File: src/rtl/alu_pkg.sv
// Shared ALU/branch control codes and execute-unit state encoding.
// The control decoder imports these same constants so the codes stay in sync.
package alu_pkg;

  localparam logic [3:0] ALU_ADD  = 4'b0000;
  localparam logic [3:0] ALU_SUB  = 4'b1000;
  localparam logic [3:0] ALU_SLL  = 4'b0001;
  localparam logic [3:0] ALU_SRL  = 4'b1001;
  localparam logic [3:0] ALU_SRA  = 4'b1101;
  localparam logic [3:0] ALU_SLT  = 4'b0010;
  localparam logic [3:0] ALU_SLTU = 4'b0011;
  localparam logic [3:0] ALU_XOR  = 4'b0100;
  localparam logic [3:0] ALU_OR   = 4'b0110;
  localparam logic [3:0] ALU_AND  = 4'b0111;

  // Branch compare codes, only meaningful when iBranch=1 (BEQ aliases SUB).
  localparam logic [3:0] BR_BEQ  = 4'b1000;
  localparam logic [3:0] BR_BNE  = 4'b1100;
  localparam logic [3:0] BR_BLT  = 4'b1010;
  localparam logic [3:0] BR_BGE  = 4'b1110;
  localparam logic [3:0] BR_BLTU = 4'b1011;
  localparam logic [3:0] BR_BGEU = 4'b1111;

  typedef enum logic [1:0] {
    IDLE  = 2'd0,
    SHIFT = 2'd1,
    DONE  = 2'd2
  } state_t;

endpackage

File: src/rtl/alu_shift_seq.sv
// Iterative one-bit-per-cycle shifter; 'result' is the value after the current cycle's step.
// 'done' is high in the cycle whose clock edge performs the final step; abort clears it at once.
module alu_shift_seq
  import alu_pkg::*;
#(
  parameter int XLEN = 32,
  parameter int SHW  = $clog2(XLEN)
) (
  input  logic            clk,
  input  logic            rst_n,
  input  logic            start,
  input  logic            abort,
  input  logic [SHW-1:0]  amount,
  input  logic [XLEN-1:0] operand,
  input  logic            right,
  input  logic            arith,
  output logic            busy,
  output logic            done,
  output logic [XLEN-1:0] result
);

  logic [XLEN-1:0] sh_q;
  logic [SHW-1:0]  cnt_q;
  logic            right_q;
  logic            arith_q;

  assign busy   = (cnt_q != '0);
  assign done   = (cnt_q == SHW'(1));
  assign result = right_q ? {arith_q & sh_q[XLEN-1], sh_q[XLEN-1:1]}
                          : {sh_q[XLEN-2:0], 1'b0};

  always_ff @(posedge clk or negedge rst_n) begin
    if (!rst_n) begin
      sh_q    <= '0;
      cnt_q   <= '0;
      right_q <= 1'b0;
      arith_q <= 1'b0;
    end else if (abort) begin
      cnt_q <= '0;
    end else if (start) begin
      sh_q    <= operand;
      cnt_q   <= amount;
      right_q <= right;
      arith_q <= arith;
    end else if (busy) begin
      sh_q  <= result;
      cnt_q <= cnt_q - SHW'(1);
    end
  end

endmodule

File: src/rtl/alu_exec_unit.sv
// Execute-stage ALU: 1-cycle add/sub/logic/compare, n+1-cycle iterative shifts, registered outputs.
// Valid/ready both sides; result held in DONE until iReady, next op may be accepted on that same cycle.
module alu_exec_unit
  import alu_pkg::*;
#(
  parameter int XLEN = 32,
  parameter int SHW  = $clog2(XLEN)
) (
  input  logic            iClk,
  input  logic            iRstN,
  input  logic            iValid,
  output logic            oReady,
  input  logic [3:0]      iAluCtrl,
  input  logic            iBranch,
  input  logic [XLEN-1:0] iA,
  input  logic [XLEN-1:0] iB,
  input  logic            iFlush,
  output logic            oValid,
  input  logic            iReady,
  output logic [XLEN-1:0] oResult,
  output logic            oTaken,
  output logic            oZero
);

  state_t          state_q, state_d;
  logic [XLEN-1:0] res_q, res_d, alu_res, diff, seq_result;
  logic            taken_q, taken_d, zero_q, alu_taken;
  logic            res_load, seq_start, seq_busy, seq_done;
  logic            accept, is_shift, lt_s, lt_u, eq;
  logic [SHW-1:0]  amount;

  assign diff     = iA - iB;
  assign lt_s     = $signed(iA) < $signed(iB);
  assign lt_u     = iA < iB;
  assign eq       = (iA == iB);
  assign amount   = iB[SHW-1:0];
  assign is_shift = !iBranch &&
                    (iAluCtrl == ALU_SLL || iAluCtrl == ALU_SRL || iAluCtrl == ALU_SRA);

  assign oReady = (state_q == IDLE) || (state_q == DONE && iReady);
  assign accept = iValid && oReady && !iFlush;
  assign oValid  = (state_q == DONE);
  assign oResult = res_q;
  assign oTaken  = taken_q;
  assign oZero   = zero_q;

  always_comb begin
    alu_res   = '0;
    alu_taken = 1'b0;
    if (iBranch) begin
      alu_res = diff;
      case (iAluCtrl)
        BR_BEQ:  alu_taken = eq;
        BR_BNE:  alu_taken = !eq;
        BR_BLT:  alu_taken = lt_s;
        BR_BGE:  alu_taken = !lt_s;
        BR_BLTU: alu_taken = lt_u;
        BR_BGEU: alu_taken = !lt_u;
        default: alu_taken = 1'b0;
      endcase
    end else begin
      case (iAluCtrl)
        ALU_ADD:                   alu_res = iA + iB;
        ALU_SUB:                   alu_res = diff;
        ALU_SLL, ALU_SRL, ALU_SRA: alu_res = iA;  // zero-amount shift passes A through
        ALU_SLT:                   alu_res = {{(XLEN-1){1'b0}}, lt_s};
        ALU_SLTU:                  alu_res = {{(XLEN-1){1'b0}}, lt_u};
        ALU_XOR:                   alu_res = iA ^ iB;
        ALU_OR:                    alu_res = iA | iB;
        ALU_AND:                   alu_res = iA & iB;
        default:                   alu_res = '0;
      endcase
    end
  end

  always_comb begin
    state_d   = state_q;
    res_load  = 1'b0;
    res_d     = res_q;
    taken_d   = taken_q;
    seq_start = 1'b0;
    case (state_q)
      IDLE: ;
      SHIFT: begin
        if (seq_done) begin
          res_load = 1'b1;
          res_d    = seq_result;
          taken_d  = 1'b0;
          state_d  = DONE;
        end else if (!seq_busy) begin
          state_d = IDLE;  // shifter lost its operation; never leave the FSM stranded
        end
      end
      DONE:    if (iReady) state_d = IDLE;
      default: state_d = IDLE;
    endcase
    if (accept) begin
      if (is_shift && amount != '0) begin
        seq_start = 1'b1;
        state_d   = SHIFT;
      end else begin
        res_load = 1'b1;
        res_d    = alu_res;
        taken_d  = alu_taken;
        state_d  = DONE;
      end
    end
    if (iFlush) state_d = IDLE;
  end

  always_ff @(posedge iClk or negedge iRstN) begin
    if (!iRstN) begin
      state_q <= IDLE;
      res_q   <= '0;
      taken_q <= 1'b0;
      zero_q  <= 1'b1;
    end else begin
      state_q <= state_d;
      if (res_load) begin
        res_q   <= res_d;
        taken_q <= taken_d;
        zero_q  <= (res_d == '0);
      end
    end
  end

  alu_shift_seq #(.XLEN(XLEN), .SHW(SHW)) u_shift_seq (
    .clk     (iClk),
    .rst_n   (iRstN),
    .start   (seq_start),
    .abort   (iFlush),
    .amount  (amount),
    .operand (iA),
    .right   (iAluCtrl[3]),
    .arith   (iAluCtrl[2]),
    .busy    (seq_busy),
    .done    (seq_done),
    .result  (seq_result)
  );

endmodule

File: config.mk
export PLATFORM = sky130hd
export DESIGN_NAME = alu_exec_unit
export DESIGN_NICKNAME = d
export VERILOG_FILES = /design/src/rtl/alu_pkg.sv /design/src/rtl/alu_shift_seq.sv /design/src/rtl/alu_exec_unit.sv
export SDC_FILE = /design/constraint.sdc
export NUM_CORES = 1
export LEC_CHECK = 0
export CAP_MARGIN = 5
export CORE_ASPECT_RATIO = 2
export CORE_MARGIN = 2
export CORE_UTILIZATION = 53
export DETAILED_ROUTE_END_ITERATION = 8
export HOLD_SLACK_MARGIN = 0.08
export PLACE_DENSITY_LB_ADDON = 0.2
export REMOVE_ABC_BUFFERS = 1
export SLEW_MARGIN = 20
export SYNTH_ARGS = -nofsm -noshare
export SYNTH_HDL_FRONTEND = slang
export SYNTH_SLANG_ARGS = --single-unit
export TNS_END_PERCENT = 50
File: constraint.sdc
create_clock -name iClk -period 3.1 [get_ports iClk]
set_input_delay 0.465 -clock iClk [delete_from_list [all_inputs] [get_ports iClk]]
set_output_delay 0.465 -clock iClk [all_outputs]
set_load 0.02 [all_outputs]
==> reports/results.ini, run 1 <==
[run_status]
status=aborted with a tool error
stop_stage=5_1_grt
error=[ERROR GRT-0232] Routing congestion too high. Check the congestion heatmap in the GUI.

[synthesis]
yosysWarnings=0
syn_avg_cell_area_um2=7.35
synth_cell_types=91
synth_edf_count=0
ys_ff_latch=75
netlist_instances=1373
async_flop_share_pct=100
synthFlopType=dfrtp_1
yosysSeqAreaShare_pct=18.6
synth_area_um2=10100

[clock_tree]
cts_htree_levels=3
clockBufferDepth=2
cts_num_sinks=75
cts_root_buffer=clkbuf_16
holdBufCountCts=0
cts_buffers=9

[sta]
worst-ep-kind=sequential cell input
worstEndpointGrtRepair=oZero$_DFFE_PN1P_/D

[floorplan]
row_count=71
start_util_pct=53.8
io-pin-count=110
die_width_um=102
die_h_um=199

[placed_design]
io_buffers=109
dp_cells=2106
detailed_place_hpwl_um=39100
place_congestion=1.10
placed_area_um2=14700

[grt]
track_usage_pct=69.6
grt_max_degree=64
grt-ovfl-total=39

-- Yosys cell counts, drive strengths merged (18+ instances only) --
master,instances,area [µm²]
buf,39,200
o21ai,116,584
nor3,41,205
nand2,137,514
nand3,29,145
o31ai,18,135
mux2i,34,340
a22oi,23,173
inv,108,405
a21oi,109,549
clkbuf,54,204
dfrtp,74,1850
a22o,18,158
xnor2,30,263
a211oi,28,215
ha,110,1380
nor2,116,435
-- cells by family after synthesis --
| group | share of synthesized area, % |
|---|---|
| compound gates | 31.3 |
| fa+ha+maj | 14.0 |
| xor+xnor | 3.30 |
| simple gates | 20.3 |
| buf+inv | 8.06 |
| mux | 4.38 |
| flops | 18.6 |
-- timing repair --
action                                  CTS
endpoints found under the setup margin   23
gates resized for setup                 449
endpoints found under the hold margin     0
buffers inserted                         60
pin swaps                               116
-- metrics by stage --
stage | hold slack (ps) | utilization (%) | setup slack, ps
global placement | 469 | 78.3 | -1270
CTS | 256 | 88.4 | -115
detailed placement | 469 | 78.3 | -1320
floorplan | 169 | - | -2210
-- routing by layer --
metal | global-route usage, % | GRT overflow
met1 | 69.3 | 0
met2 | 91.0 | 20
met3 | 44.7 | 2
met4 | 72.8 | 17
met5 | 11.1 | 0
==> run 2, diff against run 1 <==
CORE_ASPECT_RATIO = unset   (was 2)
CORE_UTILIZATION = 40   (was 53)
HOLD_SLACK_MARGIN = unset   (was 0.08)
PLACE_DENSITY_LB_ADDON = 0.15   (was 0.2)
clock period = 4 ns   (was 3.1 ns; I/O delays follow)
==> run 2 against run 1 <==
The run now ends clean. Synthesized cell count did not move. Area after synthesis unchanged.
==> reports/results.ini, run 2 <==
[synthesis]
synth_cell_types=91
netlist_instances=1373
synth_area_um2=10100
synthFlopType=dfrtp_1
yosysSeqAreaShare_pct=18.6
synth_edf_count=0
syn_avg_cell_area_um2=7.35
async_flop_share_pct=100
ys_ff_latch=75
synth_common_cells=137 x nand2_1, 116 x nor2_1, 111 x o21ai_0
yosys.cell_count.top_type=nand2_1
yosysTopAreaCellShare_pct=18.4
yosysWarnings=0
yosys-top-cells-area=dfrtp_1 18%, ha_1 14%, o21ai_0 5.5%, a21oi_1 5.4%, nand2_1 5.1%
synth_area_leader_cell=dfrtp_1

[power_and_ir_drop]
p_per_area_nw_per_um2=337
p_leak_uw=0.00675
combPwrFrac_pct=57.2
p_seq_share_pct=25.3
switching_share_pct=44.8
power_frac_clock_pct=17.5
power.total_uw=5060
p_sw_uw=2270
p_int_uw=2790
ir_drop_mv=0.252

[worst_setup_path]
worstPathCellList=clkdlybuf4s50_1 -> inv_1 -> ha_1 -> buf_6 -> a21oi_2 -> o211ai_1 -> a221oi_2 -> o21ai_2 -> or3_4 -> a21oi_4 -> xnor2_1 -> a221oi_2 -> a211oi_2 -> or4_4 -> o21ai_2
slowest_stage=or4_4
critPathTopFamily=compound AO/OA/AOI/OAI gates
critPathMaxStageDelay_ps=500
r2r_slack_ps=720
arrival_ps=4210
crit_type=in2reg
startpoint_type=primary input
required_ps=4290
worstPathMaxFanout=10
crit_buf_inv=3
critPathCaptureType=register

[flow_run]
drv_cap=0

[clock_tree]
clkSlewWorstSetupHoldPaths_ps=80
clockBufferDepth=2
cts_num_sinks=75
cts_root_buffer=clkbuf_16
cts_buffers=9
cts_htree_levels=3
worstSkewPairLatency_ps=360
tritoncts=built

[placed_design]
placed_area_um2=14100
io_buffers=109
place_congestion=0.974
detailed_place_hpwl_um=37000
dp_worst_setup_slack_ps=-659

[grt]
track_usage_pct=34.4
grt_max_degree=78
grt-ovfl-total=0
first_global_vias=11974
antenna_found_initial=1
grt_pass1_wl_um=69100

[sta]
hold_viol=0
relSlewSlack_pct=39.7
tns_ps=0
worst_slew_pin_slew_ps=899
drv_slew=0
timing.final.crit_share_pct=97.9
fin_skew_ps=10.6
setup_viol=0
timing.final.ws_setup_ps=84.6
fmax_ghz=0.255
final.min_clock_period_ps=3920

[detailed_routing]
drtAntennaViolNets=0
viasPerCell=5.83
drc=0
dr.pass1.iters=5
vias=12332
drt-initial-drc-count=1079
wirelength_um=46500
wl_per_cell_um=22.0

[cells_and_area]
antenna_cells=0
nNetsFinal=1968
design_area_um2=15000
drive_gt1_share_pct=28.9
final_cell_mix=374 x buf_4, 136 x nand2_1, 110 x nor2_1
final_common_cell=buf_4
post-route-util_pct=60.1
area_growth_pct=48.7

[min_path]
hp-class=in2async

[floorplan]
io-pin-count=110
row_count=58
die_width_um=163
coreArea_um2=25000
die-area_um2=26500
die_h_um=163
start_util_pct=40.4

[run_status]
status=completed

## run 2: cell counts after synthesis
Identical to the previous run, type by type.
## run 2: per-stage QoR
stage               hold WS (ps)  cells
global placement             483   2093
global route                 382   2117
finish                       316   2117
floorplan                    304   1280
CTS                          362   2111
detailed placement           495   2093
## run 2: repair_timing
item                       CTS  global route
buffers inserted             2             6
resized for setup           24            91
setup endpoints to repair    1             2
hold buffers                 0             0
pin swaps                   10            30
## run 2: metal layers
metal	share of wire (%)	vias to the layer above	track usage, %
li1	-	5817	-
met1	43	5840	45.0
met2	45	554	56.4
met3	7.6	121	5.76
met4	4.3	0	13.6
met5	0	-	0
## run 2: layout make-up
cell class | count | area (µm²)
Sequential cell | 75 | 1880
Clock buffer | 9 | 225
Tap cell | 330 | 413
Multi-Input combinational cell | 1096 | 7960
Fill cell | 2370 | 9960
Inverter | 109 | 409
Clock inverter | 7 | 65.1
Timing Repair Buffer | 491 | 4060
## run 2: power by group through the flow
| stage | sequential (µW) | clock, µW | combinational (µW) |
|---|---|---|---|
| floorplan | 1310 | 0 | 1310 |
| global placement | 1280 | 0 | 2700 |
| detailed placement | 1290 | 0 | 2720 |
| CTS | 1270 | 909 | 2770 |
| global route | 1300 | 917 | 3120 |
| finish | 1280 | 885 | 2890 |
## run 2: final timing paths
| check | start | to | cells after the start |
|---|---|---|---|
| max | iB[16] | oZero | 15 |
| min reg2reg | u_shift_seq.arith_q | u_shift_seq.arith_q | 1 |
| min | iRstN | u_shift_seq.cnt_q[2] | 1 |
| max in group asynchronous | iRstN | u_shift_seq.sh_q[18] | 2 |
| min in group iClk | u_shift_seq.arith_q | u_shift_seq.arith_q | 1 |
| max reg2reg | u_shift_seq.cnt_q[2] | oZero | 13 |
## run 2: cell families after synthesis
family	synth area share (%)
simple gates	20.3
mux	4.38
xor+xnor	3.30
fa+ha+maj	14.0
buf+inv	8.06
flops	18.6
compound gates	31.3
Note: power is estimated with default switching activity, not from simulation.
